===== config.mk =====
export PLATFORM = sky130hd
export DESIGN_NAME = uart_pkt_responder
export DESIGN_NICKNAME = d
export VERILOG_FILES = /design/src/rtl/uart_pkt_responder.sv
export SDC_FILE = /design/constraint.sdc
export NUM_CORES = 1
export LEC_CHECK = 0
export ABC_AREA = 1
export BUFFER_PORTS_ARGS = -buffer_cell sky130_fd_sc_hd__clkbuf_2
export CORE_MARGIN = 2
export CORE_UTILIZATION = 60
export CTS_BUF_LIST = sky130_fd_sc_hd__clkbuf_4
export CTS_CLUSTER_SIZE = 24
export DETAILED_ROUTE_END_ITERATION = 16
export GPL_TIMING_DRIVEN = 0
export PLACE_DENSITY = 0.9
export SETUP_SLACK_MARGIN = 0.5
export SLEW_MARGIN = 20
export SYNTH_ARGS = -nofsm -noshare
export SYNTH_HDL_FRONTEND = slang
export SYNTH_SLANG_ARGS = --single-unit

===== constraint.sdc =====
create_clock -name i_clk -period 2 [get_ports i_clk]
set_input_delay 0.2 -clock i_clk [delete_from_list [all_inputs] [get_ports i_clk]]
set_output_delay 0.2 -clock i_clk [all_outputs]
set_load 0.01 [all_outputs]

===== src/rtl/uart_pkt_responder.sv =====
// Device-side UART packet responder: sync hunt, payload, checksum, ACK/NAK reply.
// Define UART_PKT_ECHO_EN to replay the payload after each ACK.
module uart_pkt_responder #(
    parameter int         PKT_LEN     = 9,
    parameter logic [7:0] SYNC_BYTE   = 8'hA5,
    parameter logic [7:0] ACK_BYTE    = 8'h06,
    parameter logic [7:0] NAK_BYTE    = 8'h15,
    parameter int         TIMEOUT_CYC = 10_000
) (
    input  logic       i_clk,
    input  logic       i_rst,
    input  logic [7:0] i_rx_data,
    input  logic       i_rx_data_rdy,
    input  logic       i_frm_err,
    input  logic       i_transmission,
    output logic [7:0] o_tx_data,
    output logic       o_send_data,
    output logic [7:0] o_pld_data,
    output logic       o_pld_valid,
    output logic       o_pld_last,
    output logic       o_pkt_ok,
    output logic       o_pkt_err,
    output logic       o_overrun
);
    localparam int            TW       = $clog2(TIMEOUT_CYC + 1);
    localparam logic [TW-1:0] TO_MAX   = TW'(TIMEOUT_CYC - 1);
    localparam logic [6:0]    CNT_CHK  = 7'(PKT_LEN - 1);
    localparam logic [6:0]    CNT_LAST = 7'(PKT_LEN - 2);

    typedef enum logic [2:0] {
        IDLE, RECV, CHECK, SEND, WAIT_BUSY, WAIT_DONE
`ifdef UART_PKT_ECHO_EN
        , ECHO
`endif
    } state_t;

    state_t        state, state_n;
    logic [6:0]    count;
    logic [7:0]    sum;
    logic          err;
    logic [TW-1:0] timer;
    logic          timeout;
    logic          timeout_err;
    logic          is_chk;
    logic          rx_busy;

    assign is_chk  = (count == CNT_CHK);
    assign rx_busy = (state != IDLE) && (state != RECV);

    // Combinational so the request lands two cycles after the checksum strobe.
    assign o_send_data = (state == SEND) && !i_transmission;
    assign o_pkt_ok    = (state == CHECK) && !err;
    assign o_pkt_err   = ((state == CHECK) && err) || timeout_err;

`ifdef UART_PKT_ECHO_EN
    localparam int IW = (PKT_LEN > 3) ? $clog2(PKT_LEN - 2) : 1;
    logic [7:0] pld_buf [2**IW];
    logic [6:0] echo_idx;

    always_ff @(posedge i_clk) begin
        if (state == RECV && i_rx_data_rdy && !is_chk)
            pld_buf[IW'(count - 7'd1)] <= i_rx_data;
    end
`endif

    always_ff @(posedge i_clk or posedge i_rst) begin
        if (i_rst) state <= IDLE;
        else       state <= state_n;
    end

    always_comb begin
        state_n = state;
        timeout = 1'b0;
        unique case (state)
            IDLE: begin
                if (i_rx_data_rdy && !i_frm_err && i_rx_data == SYNC_BYTE)
                    state_n = RECV;
            end
            RECV: begin
                if (i_rx_data_rdy) begin
                    if (is_chk) state_n = CHECK;
                end else if (timer == TO_MAX) begin
                    state_n = IDLE;
                    timeout = 1'b1;
                end
            end
            CHECK:     state_n = SEND;
            SEND:      if (!i_transmission) state_n = WAIT_BUSY;
            WAIT_BUSY: if (i_transmission) state_n = WAIT_DONE;
            WAIT_DONE: begin
                if (!i_transmission) begin
`ifdef UART_PKT_ECHO_EN
                    state_n = (!err && echo_idx != CNT_LAST) ? ECHO : IDLE;
`else
                    state_n = IDLE;
`endif
                end
            end
`ifdef UART_PKT_ECHO_EN
            ECHO:      state_n = SEND;
`endif
            default:   state_n = IDLE;
        endcase
    end

    always_ff @(posedge i_clk or posedge i_rst) begin
        if (i_rst) begin
            count       <= '0;
            sum         <= '0;
            err         <= 1'b0;
            timer       <= '0;
            o_tx_data   <= '0;
            o_pld_data  <= '0;
            o_pld_valid <= 1'b0;
            o_pld_last  <= 1'b0;
            o_overrun   <= 1'b0;
            timeout_err <= 1'b0;
`ifdef UART_PKT_ECHO_EN
            echo_idx    <= '0;
`endif
        end else begin
            o_pld_valid <= 1'b0;
            o_pld_last  <= 1'b0;
            o_overrun   <= i_rx_data_rdy && rx_busy;
            timeout_err <= timeout;
            unique case (state)
                IDLE: begin
                    if (state_n == RECV) begin
                        count <= 7'd1;
                        sum   <= '0;
                        err   <= 1'b0;
                        timer <= '0;
                    end
                end
                RECV: begin
                    if (i_rx_data_rdy) begin
                        timer <= '0;
                        count <= count + 7'd1;
                        err   <= err | i_frm_err | (is_chk && i_rx_data != sum);
                        if (!is_chk) begin
                            sum         <= sum + i_rx_data;
                            o_pld_data  <= i_rx_data;
                            o_pld_valid <= 1'b1;
                            o_pld_last  <= (count == CNT_LAST);
                        end
                    end else begin
                        timer <= timer + 1'b1;
                    end
                end
                CHECK: begin
                    o_tx_data <= err ? NAK_BYTE : ACK_BYTE;
`ifdef UART_PKT_ECHO_EN
                    echo_idx  <= '0;
`endif
                end
`ifdef UART_PKT_ECHO_EN
                ECHO: begin
                    o_tx_data <= pld_buf[IW'(echo_idx)];
                    echo_idx  <= echo_idx + 7'd1;
                end
`endif
                default: ;
            endcase
        end
    end
endmodule


==> flow_summary.ini, run 1 <==
[clock_network]
cts_buffer_depth = 2
clock_latency_ns = 0.38
cts_tree = yes
cts_root_buf = clkbuf_4
cts.htree.levels = 2
cts_buffers = 5
cts_sinks = 48
clk_pin_slew_ns = 0.14

[final_layout]
layout_commonest_cell = nand2_1
final_cell_mix = nand2_1, dfrtp_1, inv_1
final.fill_count = 328
area_delta_synth_final_pct = 23.5
fin_util = 0.756
nets = 462
layout-drive-gt1-share = 0.269
stdcell_count = 493
antenna_cells = 0

[synth]
synth.top_cell.area_share = 0.424
synth_cell_type_count = 33
ys_warn_count = 0
synth.avg_cell_area_sq_um = 7.46
synthFlopType = dfrtp_1
syn_area_sq_um = 2840
synthCells = 380
async_flop_share = 1.00
ys_seq_area_frac = 0.424
synth-edff-count = 0
ys_ff_latch = 48
synthTopCellsByArea = dfrtp_1, nand2_1, nand3_1
yosys.area.top_type = dfrtp_1

[critical_path]
crit_type = flop to flop
reg2reg_slack_ns = 0.40
cp_cell_sequence = ha_4, fa_2, buf_6, nand4_1, nand3_1, nand2_1, nand3_2, nand2_1
worstPathArrival_ns = 1.92
crit_top_cell = nand2_1
crit_fanout = 2
r2r_end = sum[6]$_DFFE_PP0P_
rr_startpoint = sum[0]$_DFFE_PP0P_
startpoint_type = flop
r2r_cells = 8
worstPathRequired_ns = 2.32
crit_path_end_kind = flop
slowest_delay_ns = 0.44
slowest_stage = dfrtp_1

[global_route]
grt_pass1_vias = 2501
track_usage = 0.273
grt_pass1_wl_um = 11100
grt_start_max_net_pins = 27
antenna_found_initial = 0
grt_overflow = 0

[timing]
fin_crit_sh = 0.799
slew_viol_final = 0
setup_viol = 0
hold_viol_final = 0
fin_setup_tns_ns = 0
grt_setup_unrepaired = yes
tightest_slew_ns = 0.511
relSlewSlack = 0.659
fin_crit_ns = 1.60
skew_ns = 0.0111
holdWs_ns = 0.0566
fmax_mhz = 626

[worst_hold_path]
min_to = state[2]$_DFF_PP0_
hold_class = primary input to flop
hp-start = i_transmission
whs_path_depth = 2

[die]
rows = 25
core_area_sq_um = 4630
die-area_sq_um = 5290
fp.dieH_um = 72.7
die_x_um = 72.7
start_util = 0.612
io_pins = 35

[drt]
drtPass1Iterations = 5
wirelength_um = 6920
ant_nets = 0
drt-vias-per-instance = 5.51
wire_per_inst_um = 14.0
vias = 2715
drt_iter0_markers = 275
drc = 0

[power_and_ir_drop]
p_comb_frac = 0.490
leakage_nw = 1.85
irDropWorstVdd_uv = 789
p_int_mw = 2.32
switching_share = 0.416
power_mw = 3.98
power.density_nw_per_um2 = 1140
p_sw_mw = 1.66
power_frac_clock = 0.149
sequentialPowerShare = 0.361

[place]
io_buffers = 30
placedCellCount = 468
routabilityCongestion = 0.910
dp_hpwl_um = 4500

[run_status]
status = finished clean

[run]
max_cap_viol_count = 0
## cells in the mapped netlist (2+ instances only)
master,count
a21oi_1,3
buf_4,6
buf_6,2
dfrtp_1,48
ha_1,10
inv_1,41
inv_2,3
nand2_1,133
nand2_2,3
nand2_4,2
nand3_1,34
nand4_1,10
nor2_1,36
nor2_2,3
nor2_4,3
nor3_1,3
o21ai_0,11
o21ai_2,5
o22ai_1,5
or2_2,4
xor2_1,3
## layout make-up
cell class	instances	area (sq um)	share of cell area
Clock inverter	2	35.0	0.0100
Clock buffer	6	45.0	0.0129
Buffer	10	92.6	0.0264
Tap cell	54	67.6	0.0193
Sequential cell	48	1200	0.343
Multi-Input combinational cell	281	1540	0.441
Timing Repair Buffer	48	340	0.0972
Inverter	44	175	0.0500
## worst max-delay path by stage
| stage | startpoint | end | slack [ns] | cells past startpoint |
|---|---|---|---|---|
| finish | sum[0]$_DFFE_PP0P_ | sum[6]$_DFFE_PP0P_ | 0.40 | 8 |
| global route | sum[0]$_DFFE_PP0P_ | sum[4]$_DFFE_PP0P_ | 0.35 | 7 |
| CTS | sum[0]$_DFFE_PP0P_ | sum[4]$_DFFE_PP0P_ | 0.39 | 7 |
| detailed placement | sum[0]$_DFFE_PP0P_ | sum[4]$_DFFE_PP0P_ | 0.38 | 7 |
| global placement | i_rst | count[2]$_DFFE_PP0P_ | 0.06 | 2 |
| floorplan | sum[0]$_DFFE_PP0P_ | sum[4]$_DFFE_PP0P_ | 0.47 | 7 |
## metal layers
| metal | track usage | part of all wire | up-vias |
|---|---|---|---|
| li1 | - | - | 1313 |
| met1 | 0.333 | 0.41 | 1276 |
| met2 | 0.477 | 0.51 | 105 |
| met3 | 0.0483 | 0.053 | 21 |
| met4 | 0.107 | 0.027 | 0 |
| met5 | 0 | 0 | - |
## state kept, by name, summed over array words and instances, names as in the netlist
| signal | flops |
|---|---|
| o_pld_data | 8 |
| sum | 8 |
| o_pld_last | 1 |
| timer | 14 |
| state | 3 |
| timeout_err | 1 |
| err | 1 |
| o_tx_data | 3 |
| count | 7 |
| o_pld_valid | 1 |
| o_overrun | 1 |
## critical path, delay by kind of cell (launching register included)
family / cells / cell delay, ns
flops: 1 / 0.44
buf+inv: 1 / 0.14
simple gates: 5 / 0.43
fa+ha+maj: 2 / 0.54
## timing repair
item / in CTS / in global routing
endpoints found under the setup margin: 26 / 43
setup buffers: 9 / 5
resized for setup: 22 / 34
hold buffers: 1 / 0
pin swaps: 13 / 9
gates cloned: 1 / 1
hold endpoints to repair: 22 / 0
## power by group through the flow
stage          clock network (mW)  registers, mW  logic, mW
2_1_floorplan                   0           1.45       1.05
3_3_place_gp                    0           1.42       1.42
3_5_place_dp                    0           1.43       1.49
4_1_cts                     0.600           1.42       1.69
5_1_grt                     0.632           1.47       2.15
6_report                    0.593           1.44       1.95
## metrics by stage
step           instance area [sq um]  setup WS (ns)
4_1_cts                         3340          0.390
5_1_grt                         3500          0.352
2_1_floorplan                   2850          0.474
3_5_place_dp                    3090          0.375
3_3_place_gp                    3070         0.0555
6_report                        3500          0.402
## kinds of logic (layout without fill, tap and decap cells)
kind of cell    Yosys count  count (layout)  share of synthesized area
other cells               1               4                    0.00132
xor+xnor                  4               4                     0.0124
flops                    48              48                      0.424
compound gates           26              26                     0.0556
buf+inv                  54             110                     0.0852
simple gates            236             236                      0.371
fa+ha+maj                11              11                     0.0512
Note: power is estimated with default switching activity, not from simulation.
==> inputs of run 2 (changes only) <==
--- a/config.mk
+++ b/config.mk
@@ -8,12 +8,12 @@
 export ABC_AREA = 1
 export BUFFER_PORTS_ARGS = -buffer_cell sky130_fd_sc_hd__clkbuf_2
 export CORE_MARGIN = 2
-export CORE_UTILIZATION = 60
+export CORE_UTILIZATION = 54
 export CTS_BUF_LIST = sky130_fd_sc_hd__clkbuf_4
 export CTS_CLUSTER_SIZE = 24
 export DETAILED_ROUTE_END_ITERATION = 16
 export GPL_TIMING_DRIVEN = 0
-export PLACE_DENSITY = 0.9
+export PLACE_DENSITY = 0.86
 export SETUP_SLACK_MARGIN = 0.5
 export SLEW_MARGIN = 20
 export SYNTH_ARGS = -nofsm -noshare
==> constraint.sdc (replaced) <==
create_clock -name i_clk -period 1.45 [get_ports i_clk]
set_input_delay 0.145 -clock i_clk [delete_from_list [all_inputs] [get_ports i_clk]]
set_output_delay 0.145 -clock i_clk [all_outputs]
set_load 0.01 [all_outputs]
==> flow_summary.ini, run 2 (synthesis results as in run 1) <==
[power_and_ir_drop]
power_mw = 6.59
power.density_nw_per_um2 = 1560
leakage_nw = 2.12
irDropWorstVdd_uv = 1100

[clock_network]
clock_latency_ns = 0.38
cts_buffer_depth = 2
cts_root_buf = clkbuf_4
cts_sinks = 48
cts_buffers = 5
cts_tree = yes
clk_pin_slew_ns = 0.15
cts.htree.levels = 2

[final_layout]
largest_registers = timer: 14 flops, o_pld_data: 8 flops, sum: 8 flops
antenna_cells = 0
nets = 500
largest_reg_flops = 14
top_register = timer
layout_commonest_cell = nand2_1
fin_util = 0.832
final_cell_mix = nand2_1, dfrtp_1, buf_4
area_delta_synth_final_pct = 48.9
layout-drive-gt1-share = 0.452
post-route-cell-area_sq_um = 4220
stdcell_count = 546

[run]
max_cap_viol_count = 0

[timing]
skew_ns = 0.0115
setup_viol = 19
slew_viol_final = 0
holdWs_ns = 0.0248
fin_crit_sh = 1.11
hold_viol_final = 0
worst_slack_ns = -0.157
grt_setup_unrepaired = yes
fmax_mhz = 622
fin_crit_ns = 1.61

[drt]
drtPass1Iterations = 5
drt-vias-per-instance = 5.79
wire_per_inst_um = 17.5
wirelength_um = 9540
drt_iter0_markers = 303
vias = 3160
ant_nets = 0
drc = 0

[global_route]
grt_pass1_wl_um = 12200
grt_overflow = 0
grt_pass1_vias = 2690
antenna_found_initial = 0
track_usage = 0.262
grt_start_max_net_pins = 49

[critical_path]
crit_path_end_kind = flop
crit_type = flop to flop
critical-path-top-delay-family = simple AND/OR/NAND/NOR gates
crit_fanout = 7
slowest_stage = dfrtp_1
startpoint_type = flop
crit_top_cell = nand2_1
slowest_delay_ns = 0.45
worstPathRequired_ns = 1.72
cp_cell_sequence = ha_4, buf_8, nand3_2, nand3_4, nand3_2, nand2_1, nand2_1, nand3_1, nand2_1
worstPathArrival_ns = 1.87
crit_buf_inv = 1

[place]
dp_hpwl_um = 4300
placedCellCount = 483
routabilityCongestion = 0.905
io_buffers = 30
placed_cell_area_sq_um = 3230

[run_status]
violations = setup timing
status = finished with violations

[die]
io_pins = 35
die-area_sq_um = 5850
rows = 26
fp.dieH_um = 76.5
core_area_sq_um = 5070
start_util = 0.559
die_x_um = 76.5

[worst_hold_path]
hold_class = primary input to flop
-- run 2: changes by cell type in the layout (fill, tap and decap cells not counted), moves of 11 or more --
cell / change
nand2_1: -28
nand2_2: +22
buf_4: +20
buf_6: +17
clkbuf_2: -14
buf_2: +11
-- run 2: timing repair --
action                                 in CTS  in global routing
hold buffers                                0                  1
setup endpoints to repair                  64                 65
cloned                                      3                  0
pin swaps                                  23                 30
endpoints found under the hold margin       0                 14
buffers inserted                           29                 22
resized for setup                          63                 68
-- run 2: tightest hold or removal path: cells and delay by family --
| family | cells | cell delay (ns) |
|---|---|---|
| buffers and inverters | 1 | 0.13 |
| AND/OR/NAND/NOR | 2 | 0.11 |
-- run 2: through the flow --
step | setup TNS, ns | worst slack (ns)
global route | -3.11 | -0.220
global placement | -0.214 | -0.131
detailed placement | -0.415 | -0.152
finish | -1.14 | -0.157
floorplan | -0.0735 | -0.0735
CTS | -0.656 | -0.125
-- run 2: final cells by class --
cell class	count	area [sq um]
multi-input cells	281	1870
flip-flops and latches	48	1210
fillers	277	852
repair buffers	85	718
inverters	44	179
plain buffers	10	105
well taps	70	87.6
clock buffers	5	37.5
repair inverters	1	8.76
clock inverters	2	7.51
-- run 2: where the power goes --
part	leakage [nW]	internal [mW]	total [mW]	switching (mW)
clock network	0.0261	0.171	0.621	0.451
registers	0.632	1.69	2.04	0.346
logic	1.46	1.77	3.93	2.15
-- run 2: routing by layer --
layer,share of wire,vias to the layer above,track usage
met5,0,-,0
met4,0.068,0,0.100
met3,0.068,77,0.0533
met2,0.51,195,0.473
met1,0.35,1497,0.304
li1,-,1391,-
-- run 2: final timing paths --
| kind | cells after the start | slack [ns] | from | to |
|---|---|---|---|---|
| hold / removal | 3 | 0.02 | i_rx_data[6] | o_pld_data[6]$_DFFE_PP0P_ |
| max in group asynchronous | 4 | 0.69 | i_rst | count[4]$_DFFE_PP0P_ |
| setup / recovery | 9 | -0.16 | sum[2]$_DFFE_PP0P_ | sum[7]$_DFFE_PP0P_ |
| setup reg to reg | 9 | -0.16 | sum[2]$_DFFE_PP0P_ | sum[7]$_DFFE_PP0P_ |
| hold reg to reg | 2 | 0.50 | o_pld_data[7]$_DFFE_PP0P_ | o_pld_data[7]$_DFFE_PP0P_ |
| min in group asynchronous | 3 | 0.26 | i_rst | sum[1]$_DFFE_PP0P_ |
